**config.mk**
```make
export PLATFORM = sky130hd
export DESIGN_NAME = ack_timeout_ctrl
export DESIGN_NICKNAME = d
export VERILOG_FILES = /design/src/rtl/ack_timeout_ctrl.sv
export SDC_FILE = /design/constraint.sdc
export NUM_CORES = 1
export LEC_CHECK = 0
export CORE_MARGIN = 2
export CORE_UTILIZATION = 50
export DETAILED_ROUTE_END_ITERATION = 10
export GPL_TIMING_DRIVEN = 0
export PLACE_DENSITY = 0.77
export RECOVER_POWER = 100
export SYNTH_ARGS = -nofsm -noshare
export SYNTH_HDL_FRONTEND = slang
export SYNTH_SLANG_ARGS = --single-unit
```
**constraint.sdc**
```tcl
create_clock -name clk -period 2.35 [get_ports clk]
set_input_delay 0.47 -clock clk [delete_from_list [all_inputs] [get_ports clk]]
set_output_delay 0.47 -clock clk [all_outputs]
set_load 0.01 [all_outputs]
```
**src/rtl/ack_timeout_ctrl.sv**
```systemverilog
// ack_timeout_ctrl
// Tracks the ACK response window after a local transmission that expects an
// ACK. The deadline is derived from SIFS, the ACK preamble length, the ACK
// symbol count and a fixed margin. The block then waits for the PHY to start
// receiving (rx_start) and, once reception has begun, for the FCS verdict
// (rx_end). Exactly one outcome pulse is produced per accepted tx_done,
// unless the wait is cancelled or reset.
//
// Ports
//   clk, rst          : clock, asynchronous active-high reset
//   tx_done           : end of local TX; need_ack/ack_ht_flag/ack_rate_mcs/
//                       sifs_us are sampled with it
//   n_sym_q_ht/_mcs   : registered ACK format, drives an external lookup
//   n_sym             : lookup result (ACK symbol count), used in LOOKUP
//   rx_start, rx_end  : PHY header accepted / FCS evaluation complete
//   rx_fcs_ok, rx_is_ack : reception verdict, valid with rx_end
//   cancel            : abort a pending wait without an outcome pulse
//   busy              : high whenever the FSM is not idle
//   ack_ok/ack_fail/ack_timeout : single-cycle outcome pulses
//   deadline_us       : latched deadline in microseconds (debug)
module ack_timeout_ctrl #(
  parameter int unsigned CLK_PER_US = 100,
  parameter int unsigned SLACK_US   = 4
) (
  input  logic       clk,
  input  logic       rst,
  input  logic       tx_done,
  input  logic       need_ack,
  input  logic       ack_ht_flag,
  input  logic [3:0] ack_rate_mcs,
  output logic       n_sym_q_ht,
  output logic [3:0] n_sym_q_mcs,
  input  logic [2:0] n_sym,
  input  logic [7:0] sifs_us,
  input  logic       rx_start,
  input  logic       rx_end,
  input  logic       rx_fcs_ok,
  input  logic       rx_is_ack,
  input  logic       cancel,
  output logic       busy,
  output logic       ack_ok,
  output logic       ack_fail,
  output logic       ack_timeout,
  output logic [8:0] deadline_us
);

  typedef enum logic [1:0] {
    IDLE       = 2'd0,
    LOOKUP     = 2'd1,
    WAIT_START = 2'd2,
    WAIT_END   = 2'd3
  } state_e;

  localparam logic [7:0] PRESC_LAST = 8'(CLK_PER_US - 1);
  localparam logic [6:0] GUARD_US   = 7'd64;

  state_e     state_q;
  logic       busy_q;
  logic       ack_ok_q;
  logic       ack_fail_q;
  logic       ack_timeout_q;
  logic       ht_q;
  logic [3:0] mcs_q;
  logic [7:0] sifs_q;
  logic [8:0] deadline_q;
  logic [7:0] presc_q;
  logic [8:0] us_cnt_q;
  logic [6:0] guard_q;

  logic        presc_wrap;
  logic [7:0]  presc_d;
  logic [9:0]  us_cnt_d;
  logic [6:0]  guard_d;
  logic [31:0] dl_sum;
  logic [8:0]  dl_sat;

  // The prescaler is shared: it times microseconds for the deadline while
  // waiting for rx_start, and for the reception guard while waiting for rx_end.
  assign presc_wrap = (presc_q == PRESC_LAST);
  assign presc_d    = presc_wrap ? 8'd0 : presc_q + 8'd1;
  assign us_cnt_d   = {1'b0, us_cnt_q} + 10'd1;
  assign guard_d    = guard_q + 7'd1;

  // Deadline = SIFS + preamble (20 us legacy, 36 us HT-mixed) + 4 us/symbol
  // + margin, computed wide and clamped so a large margin cannot wrap.
  assign dl_sum = 32'(sifs_q) + (ht_q ? 32'd36 : 32'd20)
                + {27'd0, n_sym, 2'b00} + 32'(SLACK_US);
  assign dl_sat = (dl_sum > 32'd511) ? 9'd511 : dl_sum[8:0];

  always_ff @(posedge clk or posedge rst) begin
    if (rst) begin
      state_q       <= IDLE;
      busy_q        <= 1'b0;
      ack_ok_q      <= 1'b0;
      ack_fail_q    <= 1'b0;
      ack_timeout_q <= 1'b0;
      ht_q          <= 1'b0;
      mcs_q         <= 4'd0;
      sifs_q        <= 8'd0;
      deadline_q    <= 9'd0;
      presc_q       <= 8'd0;
      us_cnt_q      <= 9'd0;
      guard_q       <= 7'd0;
    end else begin
      ack_ok_q      <= 1'b0;
      ack_fail_q    <= 1'b0;
      ack_timeout_q <= 1'b0;
      unique case (state_q)
        IDLE: begin
          if (tx_done && need_ack) begin
            ht_q     <= ack_ht_flag;
            mcs_q    <= ack_rate_mcs;
            sifs_q   <= sifs_us;
            presc_q  <= 8'd0;
            us_cnt_q <= 9'd0;
            guard_q  <= 7'd0;
            busy_q   <= 1'b1;
            state_q  <= LOOKUP;
          end
        end
        LOOKUP: begin
          if (cancel) begin
            busy_q  <= 1'b0;
            state_q <= IDLE;
          end else begin
            deadline_q <= dl_sat;
            presc_q    <= presc_d;
            if (presc_wrap) us_cnt_q <= us_cnt_d[8:0];
            state_q    <= WAIT_START;
          end
        end
        WAIT_START: begin
          if (cancel) begin
            busy_q  <= 1'b0;
            state_q <= IDLE;
          end else if (rx_start) begin
            // us_cnt freezes; the rx_start cycle is tick 0 of the guard
            // window, so the prescaler resumes at 1 (CLK_PER_US >= 2).
            presc_q <= 8'd1;
            guard_q <= 7'd0;
            state_q <= WAIT_END;
          end else begin
            presc_q <= presc_d;
            if (presc_wrap) begin
              us_cnt_q <= us_cnt_d[8:0];
              // Fire as the count reaches the deadline so the pulse lands
              // exactly deadline_us microseconds after the LOOKUP cycle.
              if (us_cnt_d >= {1'b0, deadline_q}) begin
                ack_timeout_q <= 1'b1;
                busy_q        <= 1'b0;
                state_q       <= IDLE;
              end
            end
          end
        end
        WAIT_END: begin
          if (cancel) begin
            busy_q  <= 1'b0;
            state_q <= IDLE;
          end else if (rx_end) begin
            // An rx_end coinciding with guard expiry still reports the verdict.
            ack_ok_q   <= rx_fcs_ok & rx_is_ack;
            ack_fail_q <= ~(rx_fcs_ok & rx_is_ack);
            busy_q     <= 1'b0;
            state_q    <= IDLE;
          end else begin
            presc_q <= presc_d;
            if (presc_wrap) begin
              guard_q <= guard_d;
              if (guard_d == GUARD_US) begin
                ack_timeout_q <= 1'b1;
                busy_q        <= 1'b0;
                state_q       <= IDLE;
              end
            end
          end
        end
        default: begin
          busy_q  <= 1'b0;
          state_q <= IDLE;
        end
      endcase
    end
  end

  assign busy        = busy_q;
  assign ack_ok      = ack_ok_q;
  assign ack_fail    = ack_fail_q;
  assign ack_timeout = ack_timeout_q;
  assign n_sym_q_ht  = ht_q;
  assign n_sym_q_mcs = mcs_q;
  assign deadline_us = deadline_q;

endmodule

```
* Word level (Yosys, flattened, before mapping)
Index checks and enable logic that the tools add are counted.
Word-level totals: register bits after elaboration 52, bits of input ports 25, output and inout port bits 18, word-level logic and storage cells 115
Cells by class: add/sub/neg operators 6, order comparisons 2, eq/ne operators 21, muxes and demuxes 60, bitwise logic cells 3, reductions and logical operators 11
Operator list (count):
- two-way mux 8 bit | 7
- two-way mux 9 bit | 6
- two-way mux 7 bit | 6
- case mux 8 bit (4 select lines) | 1
- case mux 9 bit (3 select lines) | 1
- two-way mux 1 bit | 24
- case mux 7 bit (3 select lines) | 1
- two-way mux 2 bit | 10
- != test 2 bit (second input constant) | 9
- != test 4 bit (second input constant) | 4
- AND reduction 5 bit | 3
- AND reduction 7 bit | 2
- adder 10 x 3 -> 11 bit (second input constant) | 1
- > comparator 11 x 9 -> 1 bit (second input constant) | 1
- adder 9 x 1 -> 10 bit (second input constant) | 1
- adder 9 x 5 -> 10 bit | 1
- greater-or-equal comparator 10 x 9 -> 1 bit | 1
- adder 8 x 6 -> 9 bit | 1
- != test 3 bit (second input constant) | 3
- adder 8 x 1 -> 8 bit (second input constant) | 1
- equality test 8 x 7 -> 1 bit (second input constant) | 1
- case mux 2 bit (4 select lines) | 1
- adder 7 x 1 -> 7 bit (second input constant) | 1
- equality test 7 bit (second input constant) | 1
- other kinds (11) | 15

* Longest topological paths before layout
word-level depth 7, depth in mapped cells 11, mapped depth without buffers 11

* Worst setup path before layout
OpenSTA, ideal clock, no wires.
path type register to register, start point register us_cnt_q[2], end point register busy_q (netlist: busy), arrival time 2.225 ns, setup slack -0.003 ns, stages on the path, launching flop included 11, path buffers 1, cells stage by stage dfrtp_1 clkbuf_1 nand3_1 nor2_1 xor2_1 ha_1 a21oi_1 nor3b_1 a21oi_1 o21ai_1 mux2_1
On the way: cells in the longest elaborated chain, start to end 4
RTL lines:
- from (decl) | RTL line 67 | logic [8:0] us_cnt_q;
- from (signal assigned) | RTL line 128 | if (presc_wrap) us_cnt_q <= us_cnt_d[8:0];
- from (signal assigned) | RTL line 145 | us_cnt_q <= us_cnt_d[8:0];
- adder 9 x 1 -> 10 bit | RTL line 81 | assign us_cnt_d = {1'b0, us_cnt_q} + 10'd1;
- greater-or-equal comparator 10 x 9 -> 1 bit | RTL line 148 | if (us_cnt_d >= {1'b0, deadline_q}) begin
- != test 3 bit (no source line)
- AND reduction 7 bit (no source line)
- to (signal assigned) | RTL line 93 | busy_q <= 1'b0;
- to (signal assigned) | RTL line 150 | busy_q <= 1'b0;
- to (signal assigned) | RTL line 158 | busy_q <= 1'b0;
- to (decl) | RTL line 58 | logic busy_q;
Every way passes these cells. A chain may end at the register's enable or synchronous reset.

* Worst setup path in the final report
start point register us_cnt_q[1], end point register state_q[0]
On the way: cells in the longest elaborated chain, start to end 4
RTL lines:
- adder 9 x 1 -> 10 bit | RTL line 81
- greater-or-equal comparator 10 x 9 -> 1 bit | RTL line 148
- != test 4 bit (no source line)
- AND reduction 5 bit (no source line)
- to (signal assigned) | RTL line 92 | state_q <= IDLE;
- to (signal assigned) | RTL line 151 | state_q <= IDLE;
- to (signal assigned) | RTL line 159 | state_q <= IDLE;
- to (decl) | RTL line 57 | state_e state_q;
Every way passes these cells.

==> metrics.md <==
| Metric | Value |
|---|---|
| Outcome | `finished, violations left` |
| Failing checks | `negative setup slack` |
| Clock power share | `between 10 and 15%` |
| Switching fraction of total power | `40.9%` |
| CP cell instances | `and3_4 > nand3_4 > xnor2_1 > ha_1 > a21oi_1 > o22ai_2 > a21oi_2 > a21o_1 > a21oi_4 > mux2_4` |
| Yosys top cell by area | `dfrtp_1` |
| Wirelength per Cell | `14.5 um` |
| YS warnings | `0` |
| Clk slew on worst S/H paths | `0.10 ns` |
| Top cells by count, synth | `dfrtp_1 (52), nand2_1 (36), nor2_1 (25)` |
| Placer congestion estimate | `0.801` |
| Initial DRC Count | `130` |
| RSZ-0062 raised after global routing | `true` |
| Synth Flop Type | `dfrtp_1` |
| Minimum clock period | `2.46 ns` |
| CTS max path bufs | `2` |
| Max-Cap Viols | `0` |
| HPWL after DPL | `approximately 4700 um` |
| Grt ovf | `0` |
| Flop pwr share | `between 30 and 40%` |
| Root Buffer | `clkbuf_8` |
| Die width | `82.8 um` |
| Netlist cell types | `48` |
| Rows | `28` |
| Post-route ant nets | `0` |
| Total GRT Usage | `around 22%` |
| Final Max Slew Viols | `0` |
| Setup_tns | `-0.292 ns` |
| Drt first pass iters | `4` |
| Port bufs | `42` |
| Share of cells above drive strength 1 | `17.8%` |
| Syn Inst Count | `322` |
| Mapped Nets | `about 370` |
| Starting Density | `52.1%` |
| Net count, final | `about 430` |
| Initial antenna violation count | `0` |
| Worst Tran Pin Value | `1.01 ns` |
| Yosys top cell area share | `41.9%` |
| Largest net degree at the start of global routing | `42` |
| Most frequent cell after synthesis | `dfrtp_1` |
| P_leak | `1.71 nW` |
| Final Setup Violations | `4` |
| Setup WS post-layout | `-0.114 ns` |
| Relative max-transition margin | `approximately 33%` |
| H-Tree Depth | `2` |
| Hold WS | `between 0.5 and 0.6 ns` |
| Power per cell area | `1080 nW/um^2` |
| CP max stage delay | `around 0.44 ns` |
| Die Y | `82.8 um` |
| #FFs+latches synth | `52` |
| Clk sinks | `52` |
| Skew final | `0.00769 ns` |
| Ant diodes | `0` |
| Worst vdd ir | `0.713 mV` |
| WL final | `6540 um` |
| Hold WC Path Type | `reg -> reg` |
| Sequential-to-total area share from yosys stat | `a little over two fifths` |
| Sw power | `1.72 mW` |
| Crit start category | `flop` |
| CTS Buf Count | `5` |
| Avg Synthesized Cell Area | `9.64 sq um` |
| # IOs | `43` |
| Slowest library cell on the worst path | `dfrtp_1` |
| Crit. End Element | `flop` |
| Core area | `5960 sq um` |
| WP data arrival | `2.65 ns` |
| Fillers | `496` |
| P&R area growth vs syn | `25.4%` |
| Syn Std Cell Area | `3100 sq um` |
| Final Hold Vio Count | `0` |
| Main area contributors after synthesis | `dfrtp_1 (42%), ha_1 (9.7%), mux2_2 (7.3%)` |
| Crit path max fanout | `4` |
| Max Freq | `0.406 GHz` |
| EDFF count, synth | `0` |
| Global-route wire length before repair | `11500 um` |
| DIE AREA | `6860 sq um` |
| Critical path class | `reg -> reg` |
| Vias | `2464` |
| Period utilisation layout | `105%` |
| Worst-Skew Late Latency | `0.30 ns` |
| Vias in the first global route | `roughly 2.5k` |
| Number of remaining DRC errors | `0` |
| Comb pwr share | `between 50 and 60%` |
| Via density | `5.45` |
| Asr flop ratio synth | `100%` |
| Worst EP required | `2.54 ns` |
| Int Pwr | `2.49 mW` |
| Clock tree from TritonCTS | `built` |
==> worst paths after layout <==
check	start	to	slack, ns	depth (start not counted)
worst max-delay path	us_cnt_q[1]	state_q[0]	-0.11	10
worst min-delay path	sifs_q[1]	deadline_us[1]	0.52	1
worst max register to register	us_cnt_q[1]	state_q[0]	-0.11	10
worst min register to register	sifs_q[1]	deadline_us[1]	0.52	1
max in group asynchronous	rst	us_cnt_q[0]	0.36	3
min in group asynchronous	rst	presc_q[7]	0.60	2
==> registers in the layout (all words and copies together) (netlist names) <==
name / cells
presc_q: 8
guard_q: 7
ack_timeout: 1
n_sym_q_ht: 1
busy: 1
n_sym_q_mcs: 4
us_cnt_q: 9
ack_ok: 1
state_q: 2
sifs_q: 8
deadline_us: 9
ack_fail: 1
==> power groups by stage <==
stage	registers (mW)	clock network, mW	logic (mW)
2_1_floorplan	1.40	0	1.46
6_report	1.39	0.510	2.31
3_5_place_dp	1.39	0	2.16
5_1_grt	1.43	0.564	2.61
4_1_cts	1.39	0.521	2.29
3_3_place_gp	1.38	0	2.09
==> metal layers <==
| metal | track usage (%) | wire length [um] | up-vias | part of all wire, % |
|---|---|---|---|---|
| li1 | - | - | 1228 | - |
| met1 | 28.9 | 2890 | 1178 | 44 |
| met2 | 36.6 | 3320 | 54 | 51 |
| met3 | 4.22 | 276 | 4 | 4.2 |
| met4 | 5.25 | 59 | 0 | 0.90 |
| met5 | 0 | 0 | - | 0 |
==> cell type report <==
type / count / area, sq um / share of cell area (%)
inverters: 21 / 80.1 / 2.06
clock buffers: 6 / 72.6 / 1.86
clock inverters: 2 / 16.3 / 0.418
well taps: 75 / 93.8 / 2.41
flip-flops and latches: 52 / 1300 / 33.5
plain buffers: 10 / 56.3 / 1.45
repair buffers: 48 / 463 / 11.9
multi-input cells: 238 / 1810 / 46.4
==> timing repair <==
action / in CTS / in global routing
gates resized for setup: 18 / 18
hold buffers: 0 / 0
setup endpoints to repair: 5 / 23
buffers inserted: 3 / 2
endpoints found under the hold margin: 0 / 0
pin swaps: 6 / 14
==> per-stage QoR <==
step | cells | util, % | setup slack (ns) | area [sq um] | total power, mW
final | 452 | 65.3 | -0.114 | 3890 | 4.21
after detailed placement | 440 | 61.1 | -0.372 | 3640 | 3.56
after global placement | 439 | 60.8 | -0.396 | 3620 | 3.46
after floorplan | 322 | - | 0.000184 | 3110 | 2.86
after global routing | 452 | 65.3 | -0.230 | 3890 | 4.60
after CTS | 450 | 64.3 | -0.0951 | 3830 | 4.20
==> layout by cell type, fill, tap and decap left out, types with 2 or more instances in the layout <==
cell / synthesis / final
inv_1: 20 / 20
nand2_2: 1 / 2
a21oi_1: 16 / 11
nand2b_1: 6 / 6
dlygate4sd3_1: 0 / 20
a22o_1: 2 / 2
nor2_1: 25 / 23
and4_1: 2 / 2
nand4_1: 6 / 6
o21ai_2: 3 / 4
o21ai_1: 6 / 6
mux2_2: 20 / 18
or3_1: 3 / 3
ha_4: 0 / 3
nand4b_1: 2 / 2
xnor2_1: 8 / 8
nand3_1: 13 / 12
o31ai_1: 3 / 2
mux2_4: 0 / 3
clkbuf_8: 1 / 6
xor2_1: 7 / 6
a21oi_2: 1 / 5
a21o_1: 6 / 6
dfrtp_1: 52 / 51
clkbuf_1: 7 / 8
ha_1: 24 / 21
nor2b_1: 3 / 3
clkdlybuf4s50_1: 0 / 22
clkbuf_2: 0 / 2
buf_4: 0 / 5
o31ai_2: 1 / 2
o21ai_0: 17 / 16
nand2_1: 36 / 35
nor3_1: 4 / 3
==> critical path: cells and delay by family, from the launching register on <==
kind	cells	cell delay, ns
flip-flops	1	0.44
AO/OA/AOI/OAI	5	0.76
adder cells (fa/ha/maj)	1	0.29
XOR/XNOR	1	0.21
AND/OR/NAND/NOR	2	0.33
multiplexers	1	0.31
==> cell families after synthesis <==
logic type | share of synthesized area (%)
flops | 41.9
xor+xnor | 4.23
mux | 8.30
buf+inv | 4.47
compound gates | 13.0
fa+ha+maj | 11.0
simple gates | 17.1
No activity file was read; power rests on OpenSTA's default activity.
